**src/rtl/fetch_stage_if.sv**
```systemverilog
// Fetch-stage bus: instruction-memory request/response channel plus the
// IF -> ID valid/ready handoff. master = fetch stage, slave = memory/decode side.
interface fetch_stage_if;
   logic        inst_req;
   logic [31:0] inst_addr;
   logic        inst_addr_ok;
   logic        inst_data_ok;
   logic [31:0] inst_rdata;
   logic        IF_over;
   logic [63:0] IF_OUT;
   logic        ID_allow_in;

   modport master (
      output inst_req,
      output inst_addr,
      input  inst_addr_ok,
      input  inst_data_ok,
      input  inst_rdata,
      output IF_over,
      output IF_OUT,
      input  ID_allow_in
   );

   modport slave (
      input  inst_req,
      input  inst_addr,
      output inst_addr_ok,
      output inst_data_ok,
      output inst_rdata,
      input  IF_over,
      input  IF_OUT,
      output ID_allow_in
   );
endinterface

```
**src/rtl/fetch_stage.sv**
```systemverilog
// Instruction-fetch stage: PC, one-outstanding instruction-memory requests, a one-entry
// output buffer toward decode, delay-slot redirects and cancel flushes.
module fetch_stage #(
   parameter logic [31:0] RESET_PC = 32'h0000_3000
) (
   input  logic          clk,
   input  logic          rst,
   input  logic          i_cancel,
   input  logic [31:0]   i_cancel_pc,
   input  logic          i_redirect,
   input  logic [31:0]   i_redirect_pc,
   fetch_stage_if.master fetch_bus
);

   typedef enum logic [1:0] {
      S_REQ  = 2'd0,
      S_WAIT = 2'd1,
      S_FULL = 2'd2,
      S_DROP = 2'd3
   } state_t;

   state_t      r_state;
   state_t      w_state_next;

   // Addresses are kept as word addresses; the byte offset is always zero.
   logic [31:2] r_pc;
   logic [31:2] w_pc_next;
   logic [31:2] r_req_pc;
   logic        r_pend_valid;
   logic        w_pend_valid_next;
   logic [31:2] r_pend_pc;
   logic [31:2] w_pend_pc_next;
   logic [31:0] r_buf_ir;
   logic [31:2] r_buf_pc4;

   logic        w_in_req;
   logic        w_addr_acc;
   logic        w_buf_load;
   logic        w_unused_ok;

   assign w_in_req    = (r_state == S_REQ);
   assign w_addr_acc  = w_in_req & fetch_bus.inst_addr_ok;
   assign w_buf_load  = (r_state == S_WAIT) & fetch_bus.inst_data_ok & ~i_cancel;
   assign w_unused_ok = &{1'b0, i_cancel_pc[1:0], i_redirect_pc[1:0]};

   // ---------------- FSM: state register ----------------
   always_ff @(posedge clk or posedge rst) begin
      if (rst) begin
         r_state <= S_REQ;
      end else begin
         r_state <= w_state_next;
      end
   end

   // ---------------- FSM: next-state logic ----------------
   always_comb begin
      w_state_next = r_state;
      case (r_state)
         S_REQ: begin
            if (fetch_bus.inst_addr_ok) begin
               w_state_next = i_cancel ? S_DROP : S_WAIT;
            end
         end
         S_WAIT: begin
            if (i_cancel) begin
               w_state_next = fetch_bus.inst_data_ok ? S_REQ : S_DROP;
            end else if (fetch_bus.inst_data_ok) begin
               w_state_next = S_FULL;
            end
         end
         S_FULL: begin
            if (i_cancel || fetch_bus.ID_allow_in) begin
               w_state_next = S_REQ;
            end
         end
         S_DROP: begin
            // The discarded response retires the request even if another cancel
            // lands in the same cycle; waiting longer would never see data_ok.
            if (fetch_bus.inst_data_ok) begin
               w_state_next = S_REQ;
            end
         end
         default: w_state_next = S_REQ;
      endcase
   end

   // ---------------- FSM: outputs ----------------
   always_comb begin
      fetch_bus.inst_req  = w_in_req & ~rst;
      fetch_bus.inst_addr = {r_pc, 2'b00};
      fetch_bus.IF_over   = (r_state == S_FULL);
      fetch_bus.IF_OUT    = {r_buf_ir, r_buf_pc4, 2'b00};
   end

   // ---------------- PC and deferred-redirect update ----------------
   always_comb begin
      w_pc_next         = r_pc;
      w_pend_valid_next = r_pend_valid;
      w_pend_pc_next    = r_pend_pc;
      if (i_cancel) begin
         w_pc_next         = i_cancel_pc[31:2];
         w_pend_valid_next = 1'b0;
      end else if (w_in_req) begin
         if (fetch_bus.inst_addr_ok) begin
            w_pend_valid_next = 1'b0;
            if (i_redirect) begin
               w_pc_next = i_redirect_pc[31:2];
            end else if (r_pend_valid) begin
               w_pc_next = r_pend_pc;
            end else begin
               w_pc_next = r_pc + 30'd1;
            end
         end else if (i_redirect) begin
            // Delay slot not yet accepted: its acceptance will load the target.
            w_pend_valid_next = 1'b1;
            w_pend_pc_next    = i_redirect_pc[31:2];
         end
      end else if (i_redirect) begin
         w_pc_next = i_redirect_pc[31:2];
      end
   end

   always_ff @(posedge clk or posedge rst) begin
      if (rst) begin
         r_pc         <= RESET_PC[31:2];
         r_pend_valid <= 1'b0;
         r_pend_pc    <= '0;
         r_req_pc     <= '0;
      end else begin
         r_pc         <= w_pc_next;
         r_pend_valid <= w_pend_valid_next;
         r_pend_pc    <= w_pend_pc_next;
         if (w_addr_acc) begin
            r_req_pc <= r_pc;
         end
      end
   end

   // ---------------- Output buffer ----------------
   always_ff @(posedge clk or posedge rst) begin
      if (rst) begin
         r_buf_ir  <= '0;
         r_buf_pc4 <= '0;
      end else if (w_buf_load) begin
         r_buf_ir  <= fetch_bus.inst_rdata;
         r_buf_pc4 <= r_req_pc + 30'd1;
      end
   end

endmodule
```
**src/flat_wrapper.sv**
```systemverilog
// flat-port wrapper written by rule: the top's interface ports become plain ports
module fetch_stage_flat 
#(
   parameter logic [31:0] RESET_PC = 32'h0000_3000
)
  (clk, rst, i_cancel, i_cancel_pc, i_redirect, i_redirect_pc, fetch_bus_inst_req, fetch_bus_inst_addr, fetch_bus_inst_addr_ok, fetch_bus_inst_data_ok, fetch_bus_inst_rdata, fetch_bus_IF_over, fetch_bus_IF_OUT, fetch_bus_ID_allow_in);
  fetch_stage_if fetch_bus_i ();
  input  logic clk;
  input  logic rst;
  input  logic i_cancel;
  input  logic [31:0] i_cancel_pc;
  input  logic i_redirect;
  input  logic [31:0] i_redirect_pc;
  output wire logic [$bits(fetch_bus_i.inst_req)-1:0] fetch_bus_inst_req;
  output wire logic [$bits(fetch_bus_i.inst_addr)-1:0] fetch_bus_inst_addr;
  input wire logic [$bits(fetch_bus_i.inst_addr_ok)-1:0] fetch_bus_inst_addr_ok;
  input wire logic [$bits(fetch_bus_i.inst_data_ok)-1:0] fetch_bus_inst_data_ok;
  input wire logic [$bits(fetch_bus_i.inst_rdata)-1:0] fetch_bus_inst_rdata;
  output wire logic [$bits(fetch_bus_i.IF_over)-1:0] fetch_bus_IF_over;
  output wire logic [$bits(fetch_bus_i.IF_OUT)-1:0] fetch_bus_IF_OUT;
  input wire logic [$bits(fetch_bus_i.ID_allow_in)-1:0] fetch_bus_ID_allow_in;
  assign fetch_bus_inst_req = fetch_bus_i.inst_req;
  assign fetch_bus_inst_addr = fetch_bus_i.inst_addr;
  assign fetch_bus_i.inst_addr_ok = fetch_bus_inst_addr_ok;
  assign fetch_bus_i.inst_data_ok = fetch_bus_inst_data_ok;
  assign fetch_bus_i.inst_rdata = fetch_bus_inst_rdata;
  assign fetch_bus_IF_over = fetch_bus_i.IF_over;
  assign fetch_bus_IF_OUT = fetch_bus_i.IF_OUT;
  assign fetch_bus_i.ID_allow_in = fetch_bus_ID_allow_in;
  fetch_stage #(.RESET_PC(RESET_PC)) u_core (.clk(clk), .rst(rst), .i_cancel(i_cancel), .i_cancel_pc(i_cancel_pc), .i_redirect(i_redirect), .i_redirect_pc(i_redirect_pc), .fetch_bus(fetch_bus_i));
endmodule
```
**config.mk**
```make
export PLATFORM = sky130hd
export DESIGN_NAME = fetch_stage_flat
export DESIGN_NICKNAME = d
export VERILOG_FILES = /design/src/rtl/fetch_stage_if.sv /design/src/rtl/fetch_stage.sv /design/src/flat_wrapper.sv
export SDC_FILE = /design/constraint.sdc
export NUM_CORES = 1
export LEC_CHECK = 0
export BUFFER_PORTS_ARGS = -buffer_cell sky130_fd_sc_hd__buf_4
export CORE_AREA = 2 2 144 146
export DETAILED_ROUTE_END_ITERATION = 10
export DIE_AREA = 0 0 146 148
export GPL_TIMING_DRIVEN = 0
export HOLD_SLACK_MARGIN = 0.05
export MAX_ROUTING_LAYER = met4
export RECOVER_POWER = 25
export SLEW_MARGIN = 20
export SYNTH_ARGS = -nofsm -noshare
export SYNTH_HDL_FRONTEND = slang
export SYNTH_SLANG_ARGS = --single-unit
```
**constraint.sdc**
```tcl
create_clock -name clk -period 5.2 [get_ports clk]
set_input_delay 0.26 -clock clk [delete_from_list [all_inputs] [get_ports clk]]
set_output_delay 0.26 -clock clk [all_outputs]
set_load 0.02 [all_outputs]
```
== Word level (Yosys, flattened, before mapping) ==
Index checks and enable logic that the tools add are counted.
Cells by class
  $add $sub $neg: 2
  equal/unequal tests: 8
  multiplexer cells: 18
  bitwise operators: 7
  reduce and logical (&&, ||, !) cells: 9
Operators by type and width (count)
  two-way mux 30 bit: 6
  adder 30 x 1 -> 30 bit (second input constant): 2
  two-way mux 2 bit: 7
  case mux 2 bit (4 select lines): 1
  AND reduction 4 bit: 2
  inequality test 3 bit (second input constant): 2
  nonzero test 3 bit: 2
  AND 1 bit: 4
  equality test 2 bit (second input constant): 2
  two-way mux 1 bit: 4
  inequality test 2 bit (second input constant): 2
  AND reduction 2 bit: 2
  inverter 1 bit: 3
  equality test 2 x 1 -> 1 bit (second input constant): 1
  logical NOT 2 bit: 1
  inequality test 2 x 1 -> 1 bit (second input constant): 1
  nonzero test 2 bit: 1
  logical OR 1 bit: 1
Storage, ports and cells
  register bits after elaboration: 155
  input port bits: 103
  output and inout bits: 98

== Depth between registers and ports, before layout ==
  depth in word-level cells: 6
  depth in mapped cells: 9
  gate-level depth less buffers: 6

== Least setup slack after synthesis ==
Ideal clock, no wire load.
  path type: register to register
  from: reg u_core.r_pc[2] in the netlist's numbering
  to: reg u_core.r_pc[12] in the netlist's numbering
  data arrival time: 1.893 ns
  path slack: 3.230 ns
  cell stages (with the launch flop): 7
  cell sequence: dfrtp_1 ha_1 nand4_1 or3_2 xnor2_1 mux2_2 o21a_1
Between the ends
  longest elaborated chain between the ends: 6
Ends and longest elaborated chain
  start: declaration: line fetch_stage.sv:26  | logic [31:2] r_pc;
  start signal: assignment: line fetch_stage.sv:125  | r_pc <= RESET_PC[31:2];
  start signal: assignment: line fetch_stage.sv:130  | r_pc <= w_pc_next;
  adder 30 x 1 -> 30 bit: line fetch_stage.sv:111  | w_pc_next = r_pc + 30'd1;
  two-way mux 30 bit: line fetch_stage.sv:108  | end else if (r_pend_valid) begin
  two-way mux 30 bit: line fetch_stage.sv:106  | if (i_redirect) begin
  two-way mux 30 bit: line fetch_stage.sv:104  | if (fetch_bus.inst_addr_ok) begin
  two-way mux 30 bit: line fetch_stage.sv:103  | end else if (w_in_req) begin
  two-way mux 30 bit: line fetch_stage.sv:100  | if (i_cancel) begin
Every way passes these cells. The select of a mux whose other input is x is not followed.
A chain may end at the register's enable or synchronous reset.

==> summary.md <==
| Metric | Value |
|---|---|
| Area occupied by multi-input gates | `3662 µm²` |
| Number of nets in the layout | `between 1000 and 1500` |
| DPL Wire Length | `17750 µm` |
| Max Clock Freq | `352.3 MHz` |
| Remaining design rule violation count | `0` |
| Leading area contributor after synthesis | `sky130_fd_sc_hd__dfrtp_1` |
| CP delay by family, top | `buffers and inverters` |
| DRT antenna net count | `0` |
| Final Hold Violating Endpoints | `0` |
| Total CTS buffers | `17` |
| Area of the die | `21610 µm²` |
| Share of flip-flops with an asynchronous set or reset | `100.0%` |
| CP arrival | `~2.8 ns` |
| Wire length per cell | `between 15 and 20 µm` |
| Final standard cell utilization of the core | `between 50% and 60%` |
| RD Place Congestion | `just over 0.9` |
| Starting utilization of the core area | `just under 40%` |
| Category of the most critical setup path | `input port to asynchronous set/reset pin` |
| Synth Flop Type | `sky130_fd_sc_hd__dfrtp_1` |
| Rows | `52` |
| Via count of the first global-routing pass | `around 7000` |
| Number of endpoints failing setup at the final stage | `0` |
| Tightest slew margin relative to the limit | `-122.6%` |
| Clock-pin slew reported for the worst setup and hold paths after clock tree synthesis | `around 0.070 ns` |
| Share of the yosys chip area belonging to registers | `48.90%` |
| Vertical extent of the die | `approximately 150 µm` |
| Filler-free cell count of the finished design | `about 1400` |
| Worst IR Drop VDD | `0.0002605 V` |
| Overall routing resource usage | `23.48%` |
| Synth top area share | `roughly half` |
| # fillers | `approximately 1900` |
| Clock tree root buffer cell | `sky130_fd_sc_hd__clkbuf_16` |
| Layout cells sized above 1 | `a little under a quarter` |
| Type of element launching the critical path | `input port` |
| Number of antenna violations at the first check in global routing | `0` |
| Count of mapped cells out of synthesis | `896` |
| Critical path capture point type | `asynchronous set/reset pin` |
| Clk_lat worst skew | `0.43 ns` |
| Static leakage power | `4.887 nW` |
| Placeable core area | `20040 µm²` |
| Yosys Warn Count | `0` |
| Largest net degree at the start of global routing | `86` |
| Drt pass-1 iters | `5` |
| Total global routing overflow | `0` |
| Count of pins on the block boundary | `about 200` |
| Synth area leaders | `sky130_fd_sc_hd__dfrtp_1 48%, sky130_fd_sc_hd__nand2_1 12%, sky130_fd_sc_hd__o21ai_0 4.2%, sky130_fd_sc_hd__mux2_2 3.8%, sky130_fd_sc_hd__xor2_1 3.3%` |
| Number of levels in the clock H-tree | `4` |
| Final period demand of the worst path | `approximately 2.8 ns` |
| Share of the clock period used by the worst path after layout | `a little over half` |
| Number of buffers on the longest clock path | `2` |
| Violated checks | `max-capacitance violations, max-slew violations` |
| Count of inserted antenna diode cells | `0` |
| Chip width | `~150 µm` |
| Count of placed standard cells including taps | `between 1000 and 1500` |
| Maximum Capacitance Violations | `1` |
| Area of all sequential standard cells | `between 3000 and 4000 µm²` |
| Clock tree from TritonCTS | `built` |
| Netlist Area Pre-Place | `7936 µm²` |
| Vias per cell | `5.142` |
| Setup repair after global routing missed its margin | `false` |
| Post_cts resized | `0` |
| Worst min path class | `input port to flop` |
| Outcome | `finished with violations` |
| Violation count after the first detailed-route iteration | `around 530` |
| Register bit total from synthesis | `155` |
| Series of cell instances along the critical path | `dlygate4sd3_1 -> clkbuf_1 -> clkinvlp_2` |
| Crit path max-delay cell type | `sky130_fd_sc_hd__clkinvlp_2` |
| Post-synth EDFFs | `0` |
| Req. time, crit path | `5.20 ns` |
| Global-route wire length before repair | `about 39000 µm` |
| Worst Path Buf+Inv | `3` |
| Average cell area after synthesis | `~8.9 µm²` |
| Final wirelength | `between 20000 and 25000 µm` |
| Post-synthesis cell type count | `66` |
| Longest individual stage delay on the worst path | `approximately 1.8 ns` |
| Power density of the placed cells | `about 550 nW/µm²` |
| I/O Buffers | `between 150 and 200` |
| Final-report max-slew violation count | `between 70 and 80` |
| Largest driver fanout on the critical path | `just over 70` |
| Measured slew at the worst slew-check pin | `3.321 ns` |
| Number of vias after detailed routing | `~7300` |
| Setup tns final | `0 ns` |
| Syn-to-layout area delta | `33.09%` |
| Clock Sink Count | `between 150 and 200` |
| Setup Skew | `about 0.011 ns` |
[final timing paths]
| check | depth (start not counted) | slack [ns] | start | to |
|---|---|---|---|---|
| max | 3 | 2.36 | rst | u_core.r_buf_ir[29] |
| min | 3 | 0.07 | i_redirect_pc[31] | u_core.r_pend_pc[31] |
| max reg2reg | 7 | 2.57 | u_core.r_state[1] | u_core.r_pc[4] |
| min reg2reg | 2 | 0.47 | u_core.r_buf_ir[27] | u_core.r_buf_ir[27] |
| max in group clk | 7 | 2.57 | u_core.r_state[1] | u_core.r_pc[4] |
| min in group asynchronous | 3 | 1.33 | rst | u_core.r_pc[14] |
[flip-flops by register name, summed over array words and instances, names as in the netlist]
name and count:
u_core.r_pc 30, u_core.r_buf_ir 32, u_core.r_req_pc 30, u_core.r_pend_valid 1
u_core.r_buf_pc4 30, u_core.r_state 2, u_core.r_pend_pc 30
[metal layers]
metal | GRT usage, % | part of all wire [%]
met4 | 5.922 | 1.4
met5 | - | 0
met2 | 37.52 | 48
met1 | 30.99 | 46
met3 | 4.568 | 5.4
[cell families (layout without fill, tap and decap cells)]
| logic type | after synthesis | in the layout | synth area share, % |
|---|---|---|---|
| multiplexers | 32 | 32 | 4.462 |
| flip-flops | 155 | 155 | 48.90 |
| other | 1 | 4 | 0.04725 |
| AND/OR/NAND/NOR | 416 | 416 | 23.81 |
| buffers and inverters | 81 | 339 | 5.092 |
| XOR/XNOR | 40 | 40 | 4.414 |
| adder cells (fa/ha/maj) | 2 | 2 | 0.3153 |
| AO/OA/AOI/OAI | 169 | 169 | 12.96 |
[timing repair]
| item | CTS | global route |
|---|---|---|
| buffers inserted | 0 | 0 |
| hold endpoints to repair | 102 | 0 |
| hold buffers | 34 | 0 |
[stage by stage]
step                worst slack, ns  hold WS (ns)  total power, mW  instance area (µm²)
global placement             -1.314        0.4491            4.593                 9719
CTS                           2.602       0.05436            5.942                10690
floorplan                    0.7652        0.3564            3.606                 7948
detailed placement            2.633        0.3555            4.640                 9754
finish                        2.362       0.06728            5.814                10560
global route                  1.835       0.05435            6.204                10560
[synthesized netlist by cell type (all sizes together) (5+ instances only)]
cell type  instances
o22ai              8
xor2              30
nor2              42
buf               25
a311oi             5
mux2i              5
o21ai             67
and4               5
clkbuf            39
xnor2             10
dfrtp            153
o31ai              5
mux2              27
nand2            251
a31oi             13
nor4               7
and3              15
inv               16
a21oi             35
nand3             31
a21o               5
nor3              23
a211oi             7
nand4             24
[layout make-up]
type / count / area share (%)
sequential: 155 / 36.74
multi-input combinational: 663 / 34.67
timing repair buffer: 226 / 15.92
clock buffer: 17 / 4.027
buffer: 64 / 3.222
tap: 270 / 3.198
clock inverter: 15 / 1.599
inverter: 17 / 0.6160
[power breakdown]
part	internal (mW)	leakage [nW]	switching (mW)
Clock	0.686	0.290	0.570
Sequential	1.75	1.91	0.473
Combinational	0.919	2.69	1.41
Total	3.36	4.89	2.46
[cell usage in the layout (no fill, tap or decap), types with 4 or more instances in the layout]
| cell | synthesis | layout |
|---|---|---|
| sky130_fd_sc_hd__mux2_2 | 27 | 27 |
| sky130_fd_sc_hd__a21o_1 | 5 | 5 |
| sky130_fd_sc_hd__inv_1 | 16 | 15 |
| sky130_fd_sc_hd__a31oi_1 | 13 | 13 |
| sky130_fd_sc_hd__nand3_1 | 31 | 31 |
| sky130_fd_sc_hd__mux2i_1 | 5 | 5 |
| sky130_fd_sc_hd__and4_1 | 5 | 5 |
| sky130_fd_sc_hd__dfrtp_1 | 153 | 153 |
| sky130_fd_sc_hd__inv_6 | 0 | 6 |
| sky130_fd_sc_hd__a311oi_1 | 5 | 5 |
| sky130_fd_sc_hd__buf_6 | 4 | 4 |
| sky130_fd_sc_hd__xnor2_1 | 10 | 10 |
| sky130_fd_sc_hd__inv_8 | 0 | 4 |
| sky130_fd_sc_hd__and3_1 | 15 | 15 |
| sky130_fd_sc_hd__o31ai_1 | 5 | 5 |
| sky130_fd_sc_hd__a21oi_1 | 35 | 35 |
| sky130_fd_sc_hd__buf_4 | 6 | 165 |
| sky130_fd_sc_hd__o21ai_0 | 66 | 66 |
| sky130_fd_sc_hd__clkbuf_16 | 0 | 17 |
| sky130_fd_sc_hd__nand4_1 | 23 | 23 |
| sky130_fd_sc_hd__clkbuf_1 | 34 | 66 |
| sky130_fd_sc_hd__a211oi_1 | 7 | 7 |
| sky130_fd_sc_hd__buf_2 | 12 | 12 |
| sky130_fd_sc_hd__dlygate4sd3_1 | 0 | 34 |
| sky130_fd_sc_hd__nor3_1 | 21 | 21 |
| sky130_fd_sc_hd__nor2_1 | 42 | 42 |
| sky130_fd_sc_hd__and2_1 | 4 | 4 |
| sky130_fd_sc_hd__conb_1 | 1 | 4 |
| sky130_fd_sc_hd__xor2_1 | 30 | 30 |
| sky130_fd_sc_hd__o22ai_1 | 8 | 8 |
| sky130_fd_sc_hd__nand2_1 | 251 | 251 |
| sky130_fd_sc_hd__nor4_1 | 4 | 4 |
[worst reg2reg max path: stages (launching register included)]
cell and delay [ns]:
sky130_fd_sc_hd__dfrtp_1 0.38, sky130_fd_sc_hd__buf_2 0.18, sky130_fd_sc_hd__nor3_1 0.76, sky130_fd_sc_hd__clkbuf_1 0.51, sky130_fd_sc_hd__o21ai_0 0.16, sky130_fd_sc_hd__o21ai_0 0.26
sky130_fd_sc_hd__o21ai_0 0.13, sky130_fd_sc_hd__a21oi_1 0.16
No activity file was read; power rests on OpenSTA's default activity.
